[src/rtl/pll_dyn_cfg_ctrl.sv]
// pll_dyn_cfg_ctrl: drives PLL dynamic-reconfiguration fields, PLL reset and lock qualification.
// Build option: define PLL_LOCK_AUTO_RECOVER_EN to pulse the PLL reset after a lock loss.
module pll_dyn_cfg_ctrl #(
    parameter int unsigned RST_CYC      = 4,
    parameter int unsigned LOCK_TIMEOUT = 20000,
    parameter int unsigned LOCK_FILT    = 8
) (
    input  logic        clk,
    input  logic        rst_n,
    input  logic        cfg_valid,
    output logic        cfg_ready,
    input  logic [2:0]  cfg_sel,
    input  logic [9:0]  cfg_odiv,
    input  logic [9:0]  cfg_duty,
    input  logic [12:0] cfg_phase,
    input  logic        pll_lock,
    output logic        pll_rst,
    output logic [49:0] dyn_odiv,
    output logic [49:0] dyn_duty,
    output logic [64:0] dyn_phase,
    output logic        lock_ok,
    output logic        cfg_done,
    output logic        cfg_err,
    output logic [7:0]  lock_loss_cnt
);
    typedef enum logic [1:0] {IDLE, APPLY, RST, WAIT_LOCK} state_t;

    localparam logic [7:0]  FILT_MAX  = 8'(LOCK_FILT);
    localparam logic [7:0]  RST_LAST  = 8'(RST_CYC - 1);
    localparam logic [19:0] TO_LAST   = 20'(LOCK_TIMEOUT - 1);
    localparam logic [9:0]  ODIV_RST  = 10'd100;
    localparam logic [9:0]  DUTY_RST  = 10'd100;
    localparam logic [12:0] PHASE_RST = 13'd16;

    state_t           state_q, state_d;
    logic             lock_meta_q, lock_s_q;
    logic [7:0]       filt_q, filt_d;
    logic [19:0]      to_q, to_d;
    logic [7:0]       rc_q, rc_d;
    logic [2:0]       req_sel_q, req_sel_d;
    logic [9:0]       req_odiv_q, req_odiv_d;
    logic [9:0]       req_duty_q, req_duty_d;
    logic [12:0]      req_phase_q, req_phase_d;
    logic [4:0][9:0]  odiv_q, odiv_d;
    logic [4:0][9:0]  duty_q, duty_d;
    logic [4:0][12:0] phase_q, phase_d;
    logic [7:0]       loss_q, loss_d;
    logic             pll_rst_q, pll_rst_d;
    logic             done_q, done_d;
    logic             err_q, err_d;

    // Two-stage synchronizer for the asynchronous lock input
    always_ff @(posedge clk or negedge rst_n) begin
        if (!rst_n) begin
            lock_meta_q <= 1'b0;
            lock_s_q    <= 1'b0;
        end else begin
            lock_meta_q <= pll_lock;
            lock_s_q    <= lock_meta_q;
        end
    end

    // State, counters, captured request and output field registers
    always_ff @(posedge clk or negedge rst_n) begin
        if (!rst_n) begin
            state_q     <= WAIT_LOCK;
            filt_q      <= '0;
            to_q        <= '0;
            rc_q        <= '0;
            req_sel_q   <= '0;
            req_odiv_q  <= '0;
            req_duty_q  <= '0;
            req_phase_q <= '0;
            odiv_q      <= {5{ODIV_RST}};
            duty_q      <= {5{DUTY_RST}};
            phase_q     <= {5{PHASE_RST}};
            loss_q      <= '0;
            pll_rst_q   <= 1'b0;
            done_q      <= 1'b0;
            err_q       <= 1'b0;
        end else begin
            state_q     <= state_d;
            filt_q      <= filt_d;
            to_q        <= to_d;
            rc_q        <= rc_d;
            req_sel_q   <= req_sel_d;
            req_odiv_q  <= req_odiv_d;
            req_duty_q  <= req_duty_d;
            req_phase_q <= req_phase_d;
            odiv_q      <= odiv_d;
            duty_q      <= duty_d;
            phase_q     <= phase_d;
            loss_q      <= loss_d;
            pll_rst_q   <= pll_rst_d;
            done_q      <= done_d;
            err_q       <= err_d;
        end
    end

    // Next-state, counter and field update logic
    always_comb begin
        state_d     = state_q;
        filt_d      = '0;
        to_d        = '0;
        rc_d        = '0;
        req_sel_d   = req_sel_q;
        req_odiv_d  = req_odiv_q;
        req_duty_d  = req_duty_q;
        req_phase_d = req_phase_q;
        odiv_d      = odiv_q;
        duty_d      = duty_q;
        phase_d     = phase_q;
        loss_d      = loss_q;
        pll_rst_d   = (state_q == RST);
        done_d      = 1'b0;
        err_d       = 1'b0;
        if (lock_s_q) begin
            filt_d = (filt_q == FILT_MAX) ? filt_q : filt_q + 8'd1;
        end
        unique case (state_q)
            IDLE: begin
                if (!lock_s_q) begin
                    if (loss_q != 8'hFF) begin
                        loss_d = loss_q + 8'd1;
                    end
`ifdef PLL_LOCK_AUTO_RECOVER_EN
                    state_d = RST;
`else
                    state_d = WAIT_LOCK;
`endif
                end else if (cfg_valid) begin
                    if (cfg_sel == 3'd5 || cfg_sel == 3'd6) begin
                        err_d = 1'b1;
                    end else begin
                        req_sel_d   = cfg_sel;
                        req_odiv_d  = cfg_odiv;
                        req_duty_d  = cfg_duty;
                        req_phase_d = cfg_phase;
                        state_d     = APPLY;
                    end
                end
            end
            APPLY: begin
                for (int i = 0; i < 5; i++) begin
                    if (req_sel_q == 3'd7 || int'(req_sel_q) == i) begin
                        odiv_d[i]  = req_odiv_q;
                        duty_d[i]  = req_duty_q;
                        phase_d[i] = req_phase_q;
                    end
                end
                state_d = RST;
            end
            RST: begin
                filt_d = '0;
                if (rc_q == RST_LAST) begin
                    state_d = WAIT_LOCK;
                end else begin
                    rc_d = rc_q + 8'd1;
                end
            end
            WAIT_LOCK: begin
                to_d = to_q + 20'd1;
                if (filt_q == FILT_MAX) begin
                    done_d  = 1'b1;
                    state_d = IDLE;
                end else if (to_q == TO_LAST) begin
                    err_d   = 1'b1;
                    state_d = RST;
                end
            end
        endcase
    end

    assign cfg_ready     = (state_q == IDLE);
    assign lock_ok       = (state_q == IDLE);
    assign pll_rst       = pll_rst_q;
    assign dyn_odiv      = odiv_q;
    assign dyn_duty      = duty_q;
    assign dyn_phase     = phase_q;
    assign cfg_done      = done_q;
    assign cfg_err       = err_q;
    assign lock_loss_cnt = loss_q;
endmodule
[config.mk]
export PLATFORM = sky130hd
export DESIGN_NAME = pll_dyn_cfg_ctrl
export DESIGN_NICKNAME = d
export VERILOG_FILES = /design/src/rtl/pll_dyn_cfg_ctrl.sv
export SDC_FILE = /design/constraint.sdc
export NUM_CORES = 1
export LEC_CHECK = 0
export CAP_MARGIN = 0
export CORE_UTILIZATION = 46
export CTS_CLUSTER_DIAMETER = 200
export CTS_CLUSTER_SIZE = 12
export DETAILED_ROUTE_END_ITERATION = 8
export PLACE_DENSITY = 0.84
export SYNTH_ARGS = -nofsm -noshare
export SYNTH_HDL_FRONTEND = slang
export SYNTH_SLANG_ARGS = --single-unit
[constraint.sdc]
create_clock -name clk -period 1.82 [get_ports clk]
set_input_delay 0.273 -clock clk [delete_from_list [all_inputs] [get_ports clk]]
set_output_delay 0.273 -clock clk [all_outputs]
set_load 0.05 [all_outputs]
==> metrics <==
fraction of registers with async set or reset after synthesis=100.0%; max cap viols=0; Worst slew margin=approximately two thirds; Yosys Warn Count=0; register area share after synthesis=between 60% and 70%; CP max stage delay=610 ps; vias after detailed routing=6,195; hpwl dp=roughly 16,000 µm; power share of the clock group=approximately 17%; DIE WIDTH=149.6 µm; DR pass1 iterations=4; Layout area overhead=33.10%; Finished Core Util=around 63%; final hold vios=0; Final Wtd Congestion=between 0.8 and 0.9; H-tree Lvls=1; static leakage=a little under 0.007 µW; CTS root buffer=clkbuf_16; first-pass GRT wire length=between 30,000 and 40,000 µm; critical path class=reg2out; Worst Skew=around 16 ps; # diodes=0; Synth Cell Area=about 10,000 µm²; top achievable clock speed=560.5 MHz; max-slew violations=0; CP bufs+invs=2; Comb pwr share=roughly 46%; Post-Syn Area per Cell=about 15 µm²; Sink Count=approximately 250; CP max stage cell=dfstp_2; largest net degree at the start of global routing=56; die area=between 20,000 and 25,000 µm²; Seq pwr share=36.6%; synth top area cells=dfrtp_1 54%, mux2_1 17%, dfstp_2 9.7%, mux2_2 5.5%, xnor2_1 1.9%; Psw=11,890 µW; Initial Util=between 40% and 50%; port buffer count=217; Wirelength per Cell=around 19 µm; Yosys top cell area share=a little over half; Cells after Synth=between 600 and 700; delay-heaviest family, CP=flip-flops; leading area contributor after synthesis=dfrtp_1; Slew @ Worst Pin=~520 ps; Yosys reg bits=around 250; worst path required time=1550 ps; vias in the first global route=approximately 6,500; Synth top cells by count=215 x dfrtp_1, 153 x mux2_1, 49 x mux2_2; predominant post-synthesis flop cell=dfrtp_1; overflow left after global routing=0; Final ANT Viol Nets=0; num rows=53; Core Footprint=around 21,000 µm²; initial drt markers=260; gr usage total=a little over a fifth; nets@finish=slightly below 1,000; DR DRC count=0; CP Cell Sequence=inv_4 -> ha_4 -> buf_6; Final Power=approximately 26,000 µW; Min-Delay Path Class=in2reg; switching share of power=45.21%; total wire length=23,020 µm; most numerous cell in the Yosys netlist=dfrtp_1; Worst-Skew Late Latency=between 500 and 600 ps; CP startpoint kind=flop; syn_nets=717; fin crit share=a little over nine tenths; Worst EP arrival=between 1500 and 2000 ps; Int Power=14,410 µW; Yosys cell types=between 40 and 50; minimum clock period=roughly 1800 ps; status=complete, no violations; CTS Buf Count=24; initial antenna violation count=0; TritonCTS clock tree=done; unrepaired setup endpoints after global routing=true; Vias/cell=about 5; pwr/cell area=1973 nW/µm²; Crit Path Max Fanout=5; num ports=approximately 220; Worst Setup End Kind=primary output; # setup viols final=0; worst vdd ir=0.001126 V; EDFF count, synth=0; maximum root-to-sink buffer count=3; Reg2Reg Setup Slack=50 ps; clock slew at reported path FFs=around 60 ps; Die Ht=about 150 µm; share of post-route cells with drive strength above 1=approximately 28%
## stage by stage
stage                     TNS (ps)  worst slack, ps  hold WS, ps  std cells  cell area, µm²
final                            0            35.88        207.5       1209           13330
after global routing        -29.35           -10.47        203.1       1209           13330
after CTS                        0           0.6665        188.9       1206           13250
after detailed placement     -2779           -162.7        197.9       1161           12660
after global placement       -1750           -139.8        196.6       1161           12660
after floorplan              -1321           -31.15       -22.59        667           10050
## layer usage
metal,global-route usage (%),up-vias,wire length [µm]
met4,7.347,0,785
met2,35.00,166,11340
met1,27.48,3136,9854
met5,0,-,0
li1,-,2842,-
met3,3.201,51,1043
## placed cells by master, fill, tap and decap left out, types with 17 or more instances in the layout
master,Yosys,routed
dfrtp_1,215,210
mux2_1,153,153
buf_4,1,102
dlygate4sd2_1,0,91
mux2_2,49,49
clkdlybuf4s50_1,0,38
dfstp_2,37,37
clkbuf_16,0,25
xnor2_1,22,22
nor2_1,19,19
clkbuf_1,12,19
and2_1,17,17
## cell type report
class | instances | area (µm²)
inverters | 7 | 28.78
well taps | 275 | 344.1
repair buffers | 251 | 2316
multi-input cells | 380 | 3597
flip-flops and latches | 252 | 6359
fillers | 1648 | 7821
clock buffers | 43 | 671.9
clock inverters | 1 | 16.27
## what timing repair did
| action | in CTS | in global routing |
|---|---|---|
| pin swaps | 0 | 1 |
| cloned | 0 | 1 |
| endpoints found under the hold margin | 39 | 0 |
| setup buffers | 0 | 2 |
| setup endpoints to repair | 120 | 15 |
| resized for setup | 94 | 8 |
| hold buffers | 1 | 0 |
## power groups by stage
stage,sequential [µW],combinational (µW),clock [µW]
6_report,9630,12200,4480
2_1_floorplan,15000,2770,0
3_3_place_gp,9650,12500,0
3_5_place_dp,9720,12800,0
5_1_grt,9930,12800,4850
4_1_cts,9630,12200,4610
## flip-flops by register name, indices dropped and copies added, names as in the netlist, 10 cells and up
| name | count |
|---|---|
| req_phase_q | 13 |
| req_odiv_q | 10 |
| dyn_odiv | 50 |
| to_q | 20 |
| dyn_duty | 50 |
| req_duty_q | 10 |
| dyn_phase | 65 |
## kinds of logic after synthesis
| kind of cell | Yosys count | share of synthesized area, % |
|---|---|---|
| flip-flops | 252 | 63.41 |
| XOR/XNOR | 36 | 3.148 |
| adder cells (fa/ha/maj) | 10 | 1.249 |
| multiplexers | 205 | 23.06 |
| AO/OA/AOI/OAI | 18 | 1.374 |
| AND/OR/NAND/NOR | 111 | 6.220 |
| buffers and inverters | 35 | 1.536 |
## final timing paths
check,from,end,depth (start not counted)
worst min register to register,lock_meta_q$_DFF_PN0_,lock_s_q$_DFF_PN0_,0
worst max register to register,state_q[0]$_DFFE_PN1P_,state_q[0]$_DFFE_PN1P_,5
min in group asynchronous,rst_n,dyn_duty[47]$_DFFE_PN0P_,2
max in group asynchronous,rst_n,state_q[0]$_DFFE_PN1P_,3
worst min-delay path,pll_lock,lock_meta_q$_DFF_PN0_,1
worst max-delay path,state_q[0]$_DFFE_PN1P_,cfg_ready,3
(Power assumes the default switching activity.)
==> variant 1: new RTL, config.mk and constraints unchanged <==
Make the reset (`rst_n`) synchronous in 2 clocked blocks. Comments in the files are not updated.
--- a/src/rtl/pll_dyn_cfg_ctrl.sv
+++ b/src/rtl/pll_dyn_cfg_ctrl.sv
@@ -51,5 +51,5 @@
 
     // Two-stage synchronizer for the asynchronous lock input
-    always_ff @(posedge clk or negedge rst_n) begin
+    always_ff @(posedge clk) begin
         if (!rst_n) begin
             lock_meta_q <= 1'b0;
@@ -62,5 +62,5 @@
 
     // State, counters, captured request and output field registers
-    always_ff @(posedge clk or negedge rst_n) begin
+    always_ff @(posedge clk) begin
         if (!rst_n) begin
             state_q     <= WAIT_LOCK;
Formal check against the unedited RTL: same outputs for any inputs over 10 cycles, from zero or initial values and one cycle with rst_n low; that may be too few to reach the edited logic, so the function may still have changed.
==> variant 1 against the unedited design <==
Design area decreased by 6.5%; worst hold slack improved by 82 ps; sequential cell count unchanged; wire length increased by 18%; utilization increased by 0.80 points; final cell count increased by 35%; critical path type is now reg -> reg; the flow now finishes with violations (negative setup slack); setup slack got worse by 200 ps; synthesized area decreased by 8.3%.
Power is not compared: it rests on default switching activity, and its combinational part moved more than twofold at a synthesized area within 25%.
==> variant 1: results <==
[timing]
tightest_slew_ps = 565
fin_setup_tns_ps = -393
fin_ws_ps = -166
skew_ps = 21.2
hold_viol = 0
final-setup-viol-count = 3

[routing]
drt_first_pass_iters = 5
dr.first_iter.drc_count = 550
avgViaCountPerCell = 5.30
wl_per_cell_microns = 16.7
vias = 8633

[grt]
antenna_found_initial = 1
first_global_vias = 8488
grt_max_degree = 54
grt_pass1_wl_mm = 42.6
grt_usage_pct = 26.4

[finish]
final_nets = 1416
drive_gt1_share_pct = 10.7
largest_reg_flops = 65
fill_cells = 1689

[placement]
hpwl_mm = 18.3
preCtsSetupSlack_ps = -141
placedCellCount = 1603
gp_congestion = 0.890
port_buffers = 217

[yosys]
synthDistinctLibCells = 38
seq_area_frac_synth_pct = 54.9
syn_nets = 1192
synthTopCellsByCount = "nand2_1, dfxtp_1, a21oi_1"
ys.flop_type = "dfxtp_1"
synthArstFlopShare_pct = 0
yosys-top-cells-area = "dfxtp_1, nand2_1, a21oi_1"
yosysWarnings = 0
synthCells = 1142

[clock_network]
clk_pin_slew_ps = 60
clk_latency_ps = 530
clockRootBuffer = "clkbuf_16"
numCtsBuffers = 24

[pwr]
power_leakage_uw = 0.00503
internal-power_uw = 7970

[run_status]
status = "complete, but fails checks"
violations = "negative setup slack"

[worst_setup_path]
critPathMaxFanout = 3
cp.arrival_ps = 2380
[variant 1: cell count changes in the layout (fill, tap and decap cells not counted), sizes merged, moves of 44 or more]
cell,before,now
dlygate4sd2,91,135
a21oi,2,172
dfrtp,215,0
mux2,203,0
nand2,16,423
dfxtp,0,252
[variant 1: cell families after synthesis]
logic type | share of synthesized area, %
XOR/XNOR | 3.53
AND/OR/NAND/NOR | 26.0
AO/OA/AOI/OAI | 10.8
multiplexers | 0.218
adder cells (fa/ha/maj) | 1.36
buffers and inverters | 3.23
flip-flops | 54.9
[variant 1: layout make-up]
cell class / instances / area (sq um) / area share, %
Timing Repair Buffer: 271 / 2530 / 20.3
Tap cell: 265 / 332 / 2.66
Inverter: 5 / 21.3 / 0.171
Clock buffer: 24 / 601 / 4.82
Multi-Input combinational cell: 812 / 3920 / 31.5
Clock inverter: 1 / 16.3 / 0.131
Sequential cell: 252 / 5050 / 40.5
[variant 1: stage by stage]
step,hold WS [ps],cell area (sq um),total power (uW)
5_1_grt,289,12500,10300
6_report,290,12500,10100
4_1_cts,278,12400,10100
3_5_place_dp,433,12000,5890
2_1_floorplan,400,9190,5740
3_3_place_gp,422,12000,5890
[variant 1: path summary, 6_finish.rpt]
check / end / start / slack (ps) / depth (start not counted)
worst max-delay path: state_q[1] / to_q[6] / -170 / 5
worst min-delay path: req_phase_q[5] / cfg_phase[5] / 290 / 3
worst max register to register: state_q[1] / to_q[6] / -170 / 5
worst min register to register: lock_s_q / lock_meta_q / 440 / 1
[variant 1: power by group through the flow]
stage / clock network [uW] / logic, uW / registers (uW)
final: 4300 / 238 / 5530
after global routing: 4550 / 255 / 5530
after CTS: 4360 / 238 / 5530
after detailed placement: 0 / 235 / 5650
after global placement: 0 / 235 / 5650
after floorplan: 0 / 89.5 / 5650
[variant 1: metal layers]
metal  wire length, microns  track usage (%)  vias to the layer above
met1                  10700             31.0                     4083
met3                   2440             7.55                       71
met2                  13000             44.9                      328
met4                    981             11.6                        2
li1                       -                -                     4149
met5                     13                0                        -
[variant 1: repair_timing]
| action | in CTS | in global routing |
|---|---|---|
| endpoints found under the setup margin | 138 | 71 |
| pin swaps | 1 | 3 |
| gates resized for setup | 135 | 5 |
| setup buffers | 0 | 2 |
[variant 1: worst max-delay path, cell delays in order, from the launching register on]
cell     delay, ps
dfxtp_2        320
or4b_1         510
or4_4          450
o41ai_4        290
and4_4         260
a31oi_1         40
==> variant 2: new RTL, config.mk and constraints unchanged <==
Made on the original files. The parameter `LOCK_FILT` goes from 8 to 7.
--- a/src/rtl/pll_dyn_cfg_ctrl.sv
+++ b/src/rtl/pll_dyn_cfg_ctrl.sv
@@ -4,5 +4,5 @@
     parameter int unsigned RST_CYC      = 4,
     parameter int unsigned LOCK_TIMEOUT = 20000,
-    parameter int unsigned LOCK_FILT    = 8
+    parameter int unsigned LOCK_FILT    = 7
 ) (
     input  logic        clk,
Check against the original RTL: same outputs for any inputs over 10 cycles, from zero or initial values and one cycle with rst_n low; that may be too few to reach the edited logic, so the function may still have changed.
==> variant 2 against the unedited design <==
The flow now finishes with violations (negative setup slack); worst hold slack worse by 3.9 ps; setup slack worse by 69 ps; power down 7.0%; clock skew down 6.2 ps; wire length down 0.53%; sequential cell count unchanged; highest routed layer unchanged; combinational power down 11%; synthesized area down 0.34%; fmax down 3.7%; design area up 0.83%; die area down 0.33%.
==> variant 2: results <==
[run_status]
status = "complete, but fails checks"
violations = "negative setup slack"

[timing]
skew_ps = 10.3
tightest_slew_ps = 534
fin_ws_ps = -32.8
fin_setup_tns_ps = -69.0
final-setup-viol-count = 3
final_max_slew_viol_count = 0

[yosys]
avgSynthCellArea_sq_um = 15.1
synthTopCellsByCount = "dfrtp_1, mux2_2, dfstp_2"
syn_nets = 711
synthDistinctLibCells = 37
yosys-top-cells-area = "dfrtp_1, mux2_2, dfstp_2"
seq_area_frac_synth_pct = 63.6

[grt]
first_global_vias = 6572
grt_usage_pct = 21.1
grt_max_degree = 56
grt_pass1_wl_mm = 36.3

[placement]
port_buffers = 217
gp_congestion = 0.817
preCtsSetupSlack_ps = -129
place_area_sq_um = 12800
hpwl_mm = 15.8
placedCellCount = 1169

[pwr]
ir_drop_mv = 1.35
power_leakage_uw = 0.00673

[routing]
drt_wl_total_mm = 22.9
vias = 6288
dr.first_iter.drc_count = 193
wl_per_cell_microns = 18.8

[finish]
final_nets = 975
drive_gt1_share_pct = 44.5

[worst_hold_path]
whs_path_depth = 1

[worst_setup_path]
critPathMaxFanout = 2
critPathCapture = "state_q[0]"
cpLargestDelayFamily = "simple AND/OR/NAND/NOR gates"
critPathSlowestCell = "or4b_4"
critPathLaunch = "rc_q[0]"
cp_slowest_stage_delay_ps = 480
cp.arrival_ps = 2300

[clock_network]
htree_levels = 1
[variant 2: worst min path at each step]
| stage | from | endpoint | slack [ps] |
|---|---|---|---|
| finish | pll_lock | lock_meta_q | 200 |
| global route | pll_lock | lock_meta_q | 190 |
| CTS | pll_lock | lock_meta_q | 190 |
| detailed placement | rst_n | dyn_phase[1] | 240 |
| global placement | rst_n | dyn_phase[1] | 250 |
| floorplan | rst_n | cfg_done | -20 |
[variant 2: repair_timing]
item / in CTS / in global routing
gates resized for setup: 107 / 8
hold endpoints to repair: 46 / 0
setup buffers: 2 / 3
hold buffers: 1 / 0
pin swaps: 0 / 1
setup endpoints to repair: 119 / 20
[variant 2: layout make-up]
class                   count  area (sq um)
fillers                  1613          7710
clock inverters             1          16.3
flip-flops and latches    252          6350
inverters                   4          15.0
clock buffers              43           672
well taps                 275           344
repair buffers            265          2440
multi-input cells         379          3600
[variant 2: cells by family (layout without fill, tap and decap cells)]
group / Yosys count / in the layout / share of synthesized area (%)
adders and majority gates: 9 / 9 / 1.13
DFF: 252 / 252 / 63.6
xor gates and xnor gates: 41 / 41 / 3.60
muxes: 205 / 205 / 23.1
and+or+nand+nor: 116 / 116 / 6.32
buffers and inverters: 31 / 313 / 1.32
AOI/OAI and AO/OA: 8 / 8 / 0.877
[variant 2: power by group]
part | switching [uW] | leakage (uW) | total (uW) | internal [uW]
logic | 6950 | 0.00316 | 10800 | 3890
registers | 1460 | 0.00325 | 9090 | 7630
clock network | 2030 | 0.000325 | 4520 | 2490
total | 10400 | 0.00673 | 24400 | 14000
[variant 2: routing by layer]
layer,up-vias,part of all wire (%),wire length [microns],track usage [%]
met5,-,0,0,0
met4,0,2.4,551,5.71
met3,39,5.8,1330,4.65
met2,194,48,11100,34.7
met1,3197,43,9920,28.2
li1,2858,-,-,-
